<file path="src/rtl/pix_capture_ctrl.sv">
// Pixel-domain capture sequencer: arms on request, aligns to a frame boundary, gates a fixed
// number of whole frames (or runs continuously) and checks line/frame geometry.
module pix_capture_ctrl #(
  parameter int unsigned PD_W  = 20,
  parameter int unsigned CNT_W = 12
) (
  input  logic             clk_pixel_i,
  input  logic             reset_pixel_i,
  input  logic             arm_i,
  input  logic             abort_i,
  input  logic [7:0]       frame_cnt_i,
  input  logic [CNT_W-1:0] exp_width_i,
  input  logic [CNT_W-1:0] exp_height_i,
  input  logic             fv_i,
  input  logic             lv_i,
  input  logic [PD_W-1:0]  pd_i,
  output logic             pix_valid_o,
  output logic [PD_W-1:0]  pix_data_o,
  output logic             sof_o,
  output logic             eof_o,
  output logic             busy_o,
  output logic             done_o,
  output logic [7:0]       frame_idx_o,
  output logic             err_width_o,
  output logic             err_height_o
);

  localparam logic [CNT_W-1:0] CntOne = {{(CNT_W-1){1'b0}}, 1'b1};
  localparam logic [CNT_W-1:0] CntMax = '1;

  typedef enum logic [2:0] {
    StIdle,
    StWaitFvLow,
    StWaitFvHigh,
    StCapture,
    StDone
  } state_e;

  state_e           state_q;
  logic             fv_q, lv_q;
  logic [CNT_W-1:0] pix_cnt_q, line_cnt_q;
  logic             pix_valid_q, sof_q, eof_q, busy_q, done_q;
  logic [PD_W-1:0]  pix_data_q;
  logic [7:0]       frame_idx_q;
  logic             err_width_q, err_height_q;

  logic             fv_rise, fv_fall, lv_fall, pix_gate, last_frame;
  logic [CNT_W-1:0] pix_cnt_inc, line_cnt_inc, line_cnt_eff;
  logic [7:0]       frame_idx_inc;

  always_comb begin
    fv_rise       = fv_i & ~fv_q;
    fv_fall       = ~fv_i & fv_q;
    lv_fall       = ~lv_i & lv_q;
    pix_gate      = fv_i & lv_i;
    // Counters stick at all-ones so an oversize line never aliases a small expected value.
    pix_cnt_inc   = (pix_cnt_q == CntMax) ? pix_cnt_q : pix_cnt_q + CntOne;
    line_cnt_inc  = (line_cnt_q == CntMax) ? line_cnt_q : line_cnt_q + CntOne;
    line_cnt_eff  = lv_fall ? line_cnt_inc : line_cnt_q;
    frame_idx_inc = frame_idx_q + 8'd1;
    last_frame    = (frame_cnt_i != 8'd0) && (frame_idx_inc == frame_cnt_i);
  end

  always_ff @(posedge clk_pixel_i) begin
    if (reset_pixel_i) begin
      state_q      <= StIdle;
      fv_q         <= 1'b0;
      lv_q         <= 1'b0;
      pix_cnt_q    <= '0;
      line_cnt_q   <= '0;
      pix_valid_q  <= 1'b0;
      pix_data_q   <= '0;
      sof_q        <= 1'b0;
      eof_q        <= 1'b0;
      busy_q       <= 1'b0;
      done_q       <= 1'b0;
      frame_idx_q  <= 8'd0;
      err_width_q  <= 1'b0;
      err_height_q <= 1'b0;
    end else begin
      fv_q        <= fv_i;
      lv_q        <= lv_i;
      pix_valid_q <= 1'b0;
      sof_q       <= 1'b0;
      eof_q       <= 1'b0;
      done_q      <= 1'b0;

      if (abort_i && (state_q != StIdle)) begin
        // Abort drops everything in flight; frame index and error flags are kept for software.
        state_q <= StIdle;
        busy_q  <= 1'b0;
      end else begin
        case (state_q)
          StIdle: begin
            busy_q <= 1'b0;
            if (arm_i && !abort_i) begin
              frame_idx_q  <= 8'd0;
              err_width_q  <= 1'b0;
              err_height_q <= 1'b0;
              pix_cnt_q    <= '0;
              line_cnt_q   <= '0;
              busy_q       <= 1'b1;
              state_q      <= fv_i ? StWaitFvLow : StWaitFvHigh;
            end
          end

          StWaitFvLow: begin
            busy_q <= 1'b1;
            if (!fv_i) begin
              state_q <= StWaitFvHigh;
            end
          end

          StWaitFvHigh: begin
            busy_q <= 1'b1;
            if (fv_rise) begin
              state_q    <= StCapture;
              sof_q      <= 1'b1;
              line_cnt_q <= '0;
              pix_cnt_q  <= lv_i ? CntOne : '0;
              if (lv_i) begin
                pix_valid_q <= 1'b1;
                pix_data_q  <= pd_i;
              end
            end
          end

          StCapture: begin
            busy_q <= 1'b1;
            if (pix_gate) begin
              pix_valid_q <= 1'b1;
              pix_data_q  <= pd_i;
              pix_cnt_q   <= pix_cnt_inc;
            end
            if (lv_fall) begin
              if (pix_cnt_q != exp_width_i) begin
                err_width_q <= 1'b1;
              end
              line_cnt_q <= line_cnt_inc;
              pix_cnt_q  <= '0;
            end
            if (fv_fall) begin
              if (line_cnt_eff != exp_height_i) begin
                err_height_q <= 1'b1;
              end
              frame_idx_q <= frame_idx_inc;
              eof_q       <= 1'b1;
              state_q     <= last_frame ? StDone : StWaitFvHigh;
            end
          end

          StDone: begin
            // Busy stays up through the done pulse and drops the cycle after.
            done_q  <= 1'b1;
            busy_q  <= 1'b1;
            state_q <= StIdle;
          end

          default: begin
            state_q <= StIdle;
          end
        endcase
      end
    end
  end

  assign pix_valid_o  = pix_valid_q;
  assign pix_data_o   = pix_data_q;
  assign sof_o        = sof_q;
  assign eof_o        = eof_q;
  assign busy_o       = busy_q;
  assign done_o       = done_q;
  assign frame_idx_o  = frame_idx_q;
  assign err_width_o  = err_width_q;
  assign err_height_o = err_height_q;

endmodule

</file>
<file path="config.mk">
export PLATFORM = sky130hd
export DESIGN_NAME = pix_capture_ctrl
export DESIGN_NICKNAME = d
export VERILOG_FILES = /design/src/rtl/pix_capture_ctrl.sv
export SDC_FILE = /design/constraint.sdc
export NUM_CORES = 1
export LEC_CHECK = 0
export BUFFER_PORTS_ARGS = -buffer_cell sky130_fd_sc_hd__buf_2
export CAP_MARGIN = 10
export CORE_AREA = 2 2 105 107
export CTS_CLUSTER_DIAMETER = 40
export DETAILED_ROUTE_END_ITERATION = 10
export DIE_AREA = 0 0 107 109
export PLACE_DENSITY = 0.56
export SLEW_MARGIN = 20
export SYNTH_ARGS = -nofsm -noshare
export SYNTH_HDL_FRONTEND = slang
export SYNTH_SLANG_ARGS = --single-unit
</file>
<file path="constraint.sdc">
create_clock -name clk_pixel_i -period 2.47 [get_ports clk_pixel_i]
set_input_delay 0.1235 -clock clk_pixel_i [delete_from_list [all_inputs] [get_ports clk_pixel_i]]
set_output_delay 0.1235 -clock clk_pixel_i [all_outputs]
set_load 0.01 [all_outputs]
</file>
### Word-level counts from Yosys, hierarchy flattened

Index checks and enable logic that the tools add are counted.

* eq/ne operators: 20
* div/mod/pow operators: 0
* multiply operators: 0
* shift operators: 0
* reductions and logical operators: 22
* bitwise gates (word level): 10
* add/sub/neg operators: 3
* muxes and demuxes: 41
* order comparisons: 0

Operators with widths (number)
* $mux W12: 8
* $pmux W12 S3: 2
* $mux W20: 3
* $pmux W20 S2: 1
* $add A12 B1 Y12 const B: 2
* $eq A12 B12 Y1 const B: 2
* $ne A12 B12 Y1: 2
* $ne A2 B2 Y1 const B: 9
* $mux W8: 2
* $pmux W8 S2: 1
* $mux W3: 5
* $reduce_and A5 Y1: 3
* $mux W1: 13
* $pmux W3 S4: 1
* $reduce_and A4 Y1: 3
* $add A8 B1 Y8 const B: 1
* $eq A8 B8 Y1: 1
* $pmux W1 S2: 4
* $reduce_bool A8 Y1: 1
* $eq A3 B2 Y1 const B: 2
* $ne A3 B3 Y1 const B: 2
* $not A1 Y1: 6
* $reduce_and A6 Y1: 1
* $reduce_bool A2 Y1: 3
* 11 further kinds: 18

* memories kept: 0
* memory bits (writable): 0
* output and inout port bits: 35
* flip-flop bits (word level): 64
* word-level logic and storage cells: 110
* bits in read-only memories: 0
* bits in latches: 0

### Depth between registers and ports, before layout

Gate-level depths: netlist of the first run.

* depth in word-level cells: 7
* gate-level depth with buffers: 9
* depth with buffers taken out: 8

### Worst setup path before layout of the first run

No wires, ideal clock.

* kind: reg2reg
* from: reg line_cnt_q[0]
* to: reg err_height_q (netlist: err_height_o)
* data required time: 2.355 ns
* path slack: 0.393 ns
* stages on the path, launching flop included: 9
* clock period less this slack: 2.077 ns
* data arrival time: 1.963 ns
* path through: dfxtp_1 ha_1 nand4b_1 nor4_1 xnor2_1 nand4_1 nor4_2 o2111ai_1 o21a_1

* word-level cells in the longest chain between the ends: 6
* elaborated cells on any way between the ends: 7
* those cells by class: add/sub (1); eq/ne (3); mux (2); reduce/logical (1)

RTL lines
* start, declared: RTL line 41 `logic [CNT_W-1:0] pix_cnt_q, line_cnt_q;`
* start signal, assigned: RTL line 139 `line_cnt_q <= line_cnt_inc;`
* $add A12 B1 Y12 or $eq A12 B12 Y1 (tied branches): RTL line 58 `line_cnt_inc = (line_cnt_q == CntMax) ? line_cnt_q : line_cnt_q + CntOne;`
* $mux W12: RTL line 58
* $mux W12 (*)
* $ne A12 B12 Y1 (*): RTL line 143 `if (line_cnt_eff != exp_height_i) begin`
* $ne A2 B2 Y1 (no line) (*)
* $reduce_and A5 Y1 (no line) (*)
* end signal, assigned: RTL line 79 `err_height_q <= 1'b0;`
* end signal, assigned: RTL line 99 `err_height_q <= 1'b0;`
* end signal, assigned: RTL line 144 `err_height_q <= 1'b1;`
* end, declared: RTL line 45 `logic err_width_q, err_height_q;`

Mark *: on every way between the ends. The rest lies on a longest branch, timed or not.
A chain may end at the register's enable or synchronous reset.

### Worst setup path in the final report of the first run

Same ends and word-level chain as after synthesis.

==> metrics.md, run 1 <==
| Metric | Value |
|---|---|
| Final Core Density | `0.429` |
| Initial antenna violation count | `0` |
| Final antenna-violating net count | `0` |
| Layout cells sized above 1 | `0.224` |
| Register bit total from synthesis | `64` |
| Die Width | `107 um` |
| Leak | `0.00180 uW` |
| Critical Path AT | `around 2.5 ns` |
| Xor/xnor share of the synthesized area | `0.130` |
| Sequential fraction of design power | `0.494` |
| Tmin final | `roughly 2.3 ns` |
| Fin. Hold Viols | `0` |
| Final Worst Setup Slack | `between 0.15 and 0.2 ns` |
| Crit-path max FO | `6` |
| First-pass DRT Iterations | `4` |
| Starting Density | `0.338` |
| RSZ-0062 raised after global routing | `false` |
| Routability cong. | `0.889` |
| Worst Max-Slew Pin Slew | `between 0.5 and 0.6 ns` |
| Most common flop cell mapped by yosys | `dfxtp_1` |
| Post-Layout Cell Count | `slightly above 700` |
| Post-synth top area share | `0.358` |
| H-tree depth | `3` |
| Final Max Slew Viols | `0` |
| Worst slew margin | `0.640` |
| Placed cells | `675` |
| Via count of the first global-routing pass | `3460` |
| Maxcap violations | `0` |
| Comb pwr share | `0.113` |
| CP Capture Type | `flop` |
| Syn nets | `about 520` |
| Synth area leaders | `dfxtp_1 36%, xnor2_1 7.3%, a21oi_1 6.7%` |
| Grt ovf | `0` |
| Routed WL | `10200 um` |
| Netlist Area Pre-Place | `3580 sq um` |
| CTS Buf Count | `9` |
| Startpoint types | `flop` |
| Final HPWL DP | `7440 um` |
| Final worst-path cycle share | `0.925` |
| Yosys top cell by area | `dfxtp_1` |
| Area growth syn-to-layout | `27.1%` |
| Port buffer count | `92` |
| Max Fclk | `438 MHz` |
| Setup tns final | `0 ns` |
| Cells after synthesis | `460` |
| Clk slew on worst S/H paths | `0.07 ns` |
| Worst Hold Launch | `fv_i` |
| Final Skew | `0.00507 ns` |
| Vias | `roughly 3600` |
| P_int | `approximately 1500 uW` |
| Maximum vdd ir drop | `0.200 mV` |
| Largest net degree at the start of global routing | `34` |
| Main combinational cell family by area after synthesis | `simple AND/OR/NAND/NOR gates` |
| Design area | `4550 sq um` |
| CTS max path bufs | `2` |
| Die Height | `~110 um` |
| Std-Cell Rows | `38` |
| CTS tree | `done` |
| Post-synthesis compound-gate area fraction | `0.156` |
| Placement Setup Slack | `0.215 ns` |
| EDFF count, synth | `0` |
| DR iter-0 viols | `199` |
| Core Area | `10600 sq um` |
| Ports | `slightly above 90` |
| Critical path launch point | `line_cnt_q[0]$_SDFFE_PP0P_` |
| Synth Area in Adders | `0.0105` |
| Clk root buf | `clkbuf_8` |
| Clock Latency Late Sink | `roughly 0.36 ns` |
| Critical path required time | `~2.7 ns` |
| Sw frac | `0.276` |
| # setup viols final | `0` |
| Vias per std cell | `5.07` |
| Async S/R FF share, synth | `0` |
| RR Startpoint | `line_cnt_q[0]$_SDFFE_PP0P_` |
| Yosys Warn Count | `0` |
| Mux share of post-synthesis cell area | `0.00559` |
| Yosys cell types | `51` |
| Sequential area share after synthesis | `0.358` |
| Final #Nets | `around 630` |
| Synth Area per Inst | `7.78 sq um` |
| Total GRT Usage | `0.181` |
| Diode count | `0` |
| Setup bufs post-CTS | `0` |
| Worst min path class | `input port to flop` |
| Pwr/cell area | `467 nW/um^2` |
| WL per Instance | `14.4 um` |
| First-pass GRT wire length | `16600 um` |
| DRC errors left | `0` |
| NetSw | `roughly 590 uW` |
| TritonCTS Sinks | `64` |
| Status | `complete, no violations` |
| Clk pwr share | `0.393` |
| Crit Path Class | `flop to flop` |
| Cell Area, Placed | `4180 sq um` |
| Die ar. | `11700 sq um` |
| Simple-Gate Fraction of Synth Area | `0.297` |
-- layout make-up --
| class | count | area (sq um) |
|---|---|---|
| tap | 140 | 175 |
| inverter | 7 | 26.3 |
| clock inverter | 5 | 32.5 |
| sequential | 64 | 1280 |
| fill | 1093 | 6050 |
| multi-input combinational | 361 | 2150 |
| timing repair buffer | 123 | 743 |
| clock buffer | 11 | 141 |
-- layer usage --
layer  track usage  vias to the layer above  part of all wire
met4        0.0751                        0             0.018
met2         0.302                      105              0.49
li1              -                     1825                 -
met1         0.224                     1664              0.43
met5             0                        -                 0
met3        0.0424                       14             0.055
-- critical path, cell delays in order (launching register included) --
cell and delay [ns]:
dfxtp_1 0.43, ha_1 0.24, nand4b_1 0.14, nor4_1 0.49
xnor2_1 0.17, nand4_1 0.13, nor4_2 0.26, o2111ai_1 0.13
o21a_1 0.18
-- state kept, by name (all words and copies together) (netlist names), 3 cells and up --
name,flops
pix_data_o,20
line_cnt_q,12
pix_cnt_q,12
frame_idx_o,8
state_q,3
-- cells in the mapped netlist, drive strengths merged, types with 2 or more instances --
| cell type | n |
|---|---|
| nand4 | 15 |
| mux2i | 2 |
| nor4 | 15 |
| o211ai | 2 |
| and3 | 6 |
| nand2b | 3 |
| a21o | 2 |
| ha | 3 |
| a211o | 3 |
| and4b | 2 |
| and2 | 2 |
| and4 | 2 |
| xor2 | 23 |
| o21ai | 17 |
| a31oi | 3 |
| clkbuf | 18 |
| a22oi | 2 |
| nor2b | 5 |
| inv | 7 |
| a211oi | 3 |
| nand4b | 2 |
| nor3 | 22 |
| buf | 10 |
| xnor2 | 30 |
| o211a | 2 |
| dfxtp | 64 |
| a21oi | 48 |
| o22ai | 2 |
| nor2 | 48 |
| or3 | 6 |
| nand3 | 13 |
| nand3b | 5 |
| nand2 | 62 |
-- power by group through the flow --
stage / Sequential, uW / Combinational (uW) / Clock [uW]
after CTS: 1050 / 242 / 862
final: 1050 / 241 / 835
after global routing: 1050 / 266 / 914
after detailed placement: 1080 / 217 / 0
after global placement: 1070 / 216 / 0
after floorplan: 1070 / 126 / 0
-- metrics by stage --
stage | power [uW] | hold WS, ns
6_report | 2130 | 0.0806
3_5_place_dp | 1290 | 0.371
5_1_grt | 2230 | 0.0878
2_1_floorplan | 1200 | 0.259
4_1_cts | 2160 | 0.0692
3_3_place_gp | 1290 | 0.363
-- repair_timing --
item / in CTS / in global routing
hold buffers: 20 / 0
gates resized for setup: 0 / 1
hold endpoints to repair: 20 / 0
setup endpoints to repair: 0 / 1
-- cells by family (layout without fill, tap and decap cells) --
logic type               Yosys count  count (layout)
flip-flops                        64              64
AO/OA/AOI/OAI                     92              92
buffers and inverters             35             146
adder cells (fa/ha/maj)            3               3
multiplexers                       2               2
XOR/XNOR                          53              53
AND/OR/NAND/NOR                  211             211
-- layout by cell type, fill, tap and decap left out, types with 6 or more instances in the layout --
cell type / instances
a21oi_1: 48
and3_1: 6
buf_2: 92
buf_4: 11
clkbuf_8: 10
dfxtp_1: 64
dlygate4sd3_1: 20
inv_1: 7
nand2_1: 62
nand3_1: 13
nand4_1: 14
nor2_1: 47
nor3_1: 21
nor4_1: 12
o21ai_0: 15
or3_1: 6
xnor2_1: 30
xor2_1: 23
-- final timing paths --
check	end	slack [ns]	cells past startpoint
setup / recovery	err_height_o$_SDFFE_PP0P_	0.18	8
hold / removal	sof_o$_SDFF_PP0_	0.08	3
setup reg to reg	err_height_o$_SDFFE_PP0P_	0.18	8
hold reg to reg	pix_data_o[16]$_SDFFE_PP0P_	0.45	2
Power figures use the tool's default switching activity.
==> run 2, diff against run 1 <==
Settings changed: CORE_AREA 2 2 105 107 to 2 2 86 88, DIE_AREA 0 0 107 109 to 0 0 88 90, PLACE_DENSITY 0.56 to 0.78.
==> metrics.md, run 2 (same netlist as run 1, synthesis figures left out) <==
| Metric | Value |
|---|---|
| H-tree depth | `3 (unchanged)` |
| Hold slack | `0.0111 ns (-0.0695 ns)` |
| WL per Instance | `14.2 um (-1.3%)` |
| Most frequent CP cell | `a211o_1` |
| Clock Latency Late Sink | `0.35 ns (about the same)` |
| Starting Density | `0.510 (+0.172)` |
| CP Cell Sequence | `ha_1 > and4b_1 > nand4_1 > a211o_1 > a211o_1 > nor4_2 > o2111ai_1 > o21a_1` |
| Fin. Hold Viols | `0 (unchanged)` |
| CP Capture Type | `flop` |
| TritonCTS Sinks | `64 (unchanged)` |
| First-pass DRT Iterations | `4 (unchanged)` |
| Area of the multi-input gates | `2160 sq um (+0.23%)` |
| DR iter-0 viols | `262 (+32%)` |
| Final #Nets | `605 (-3.5%)` |
| Initial antenna violation count | `0 (unchanged)` |
| First-pass GRT wire length | `15600 um (-5.8%)` |
| Critical path required time | `2.72 ns (about the same)` |
| Max Fclk | `449 MHz (+2.6%)` |
| Die Height | `90 um (-17%)` |
| DRC errors left | `0 (unchanged)` |
| Maxcap violations | `0 (unchanged)` |
| Final HPWL DP | `6950 um (-6.5%)` |
| Worst path slowest cell | `dfxtp_1` |
| Layout cells sized above 1 | `0.230 (+0.00534)` |
| Tmin final | `2.23 ns (-0.0577 ns)` |
| Die Width | `88 um (-18%)` |
| Most common cell after layout, fill and taps aside | `buf_2` |
| CTS tree | `done` |
| Setup tns final | `0 ns (unchanged)` |
| Leak | `0.00172 uW (-4.6%)` |
| Area growth syn-to-layout | `20.1%` |
| Ports | `93 (unchanged)` |
| Worst Max-Slew Pin Slew | `0.650 ns (+0.114 ns)` |
| Status | `complete, no violations` |
| FF+latch area | `1280 sq um (unchanged)` |
| Maximum vdd ir drop | `0.301 mV (+51%)` |
| Die ar. | `7920 sq um (-32%)` |
| Final Skew | `0.0110 ns (+0.00590 ns)` |
| Total GRT Usage | `0.244 (+0.0629)` |
| Vias | `3593 (-0.42%)` |
| Final Max Slew Viols | `0 (unchanged)` |
| CTS max path bufs | `2 (unchanged)` |
| Std-Cell Rows | `31 (-18%)` |
| Startpoint types | `flop` |
| Worst min path class | `input port to flop` |
| # setup viols final | `0 (unchanged)` |
| Critical Path AT | `2.48 ns (-0.06 ns)` |
| Fillers | `655 (-40%)` |
| Final antenna-violating net count | `0 (unchanged)` |
| RSZ-0062 raised after global routing | `false` |
| Clk root buf | `clkbuf_8` |
| Core Area | `7020 sq um (-34%)` |
| Grt ovf | `0 (unchanged)` |
| Final worst-path cycle share | `0.902 (-0.0233)` |
| Crit-path max cell delay | `0.43 ns (-0.06 ns)` |
| Diode count | `0 (unchanged)` |
| Crit Path Class | `flop to flop` |
| Commonest non-fill, non-tap cells in the layout | `92 x buf_2, 64 x dfxtp_1, 62 x nand2_1` |
| Pwr/cell area | `488 nW/um^2 (+4.5%)` |
| Setup bufs post-CTS | `0 (unchanged)` |
| CTS Buf Count | `9 (unchanged)` |
| Crit-path max FO | `6 (unchanged)` |
| Port buffer count | `92 (unchanged)` |
| Routability cong. | `1.05 (+18%)` |
| Vias per std cell | `5.54 (+9.3%)` |
| Via count of the first global-routing pass | `3402 (-1.7%)` |
| Number of flip-flops under the largest register name | `20 (unchanged)` |
| Largest net degree at the start of global routing | `33 (-2.9%)` |
| Routed WL | `9220 um (-10%)` |
| Clk slew on worst S/H paths | `0.08 ns (about the same)` |
| Worst slew margin | `0.567 (-0.0733)` |
==> run 2: cell count changes in the layout (fill, tap and decap cells not counted) <==
cell / before / now
clkbuf_1: 1 / 0
and4b_1: 1 / 2
buf_4: 11 / 8
dlygate4sd3_1: 20 / 1
and4b_2: 1 / 0
nor4_2: 2 / 3
inv_6: 0 / 1
nor4_1: 12 / 11
clkinv_4: 0 / 2
clkinvlp_4: 3 / 1
==> run 2: critical path, delay by kind of cell, from the launching register on <==
family | cells | cell delay, ns
flops | 1 | 0.43
simple gates | 3 | 0.63
fa+ha+maj | 1 | 0.24
compound gates | 4 | 0.83
==> run 2: metrics by stage <==
stage	setup WS (ns)	cell area (sq um)	total power [uW]	std cells	utilization
2_1_floorplan	0.393	3580	1200	460	-
4_1_cts	0.240	4290	2120	648	0.611
5_1_grt	0.0275	4300	2190	648	0.612
6_report	0.242	4300	2100	648	0.612
3_3_place_gp	0.279	4100	1280	631	0.584
3_5_place_dp	0.259	4100	1290	631	0.584
==> run 2: cell type report <==
type | count | area share
Multi-Input combinational cell | 361 | 0.501
Sequential cell | 64 | 0.298
Timing Repair Buffer | 101 | 0.123
Clock buffer | 10 | 0.0320
Tap cell | 99 | 0.0288
Clock inverter | 6 | 0.0102
Inverter | 7 | 0.00611
==> run 2: metal layers <==
metal  GRT usage  part of all wire  vias to the layer above  routed length (um)
met5           0                 0                        -                   0
met4      0.0910             0.024                        0                 225
met3      0.0321             0.046                       23                 425
met2       0.407              0.48                      127                4470
met1       0.316              0.44                     1646                4100
li1            -                 -                     1797                   -
==> run 2: worst paths after layout <==
kind | start | endpoint | slack [ns] | cells past startpoint
worst max-delay path | line_cnt_q[0]$_SDFFE_PP0P_ | err_height_o$_SDFFE_PP0P_ | 0.24 | 8
worst max register to register | line_cnt_q[0]$_SDFFE_PP0P_ | err_height_o$_SDFFE_PP0P_ | 0.24 | 8
worst min register to register | pix_data_o[15]$_SDFFE_PP0P_ | pix_data_o[15]$_SDFFE_PP0P_ | 0.45 | 2
worst min-delay path | pd_i[5] | pix_data_o[5]$_SDFFE_PP0P_ | 0.01 | 3
==> run 2: power breakdown <==
part	total [uW]	leakage (uW)	switching, uW	internal (uW)
sequential	1050	0.000516	11.3	1040
combinational	214	0.00111	121	92.7
clock	835	0.0000926	440	395
==> run 2: timing repair <==
item / in CTS / in global routing
resized for setup: 0 / 1
endpoints found under the setup margin: 0 / 1
hold buffers: 1 / 0
endpoints found under the hold margin: 1 / 0
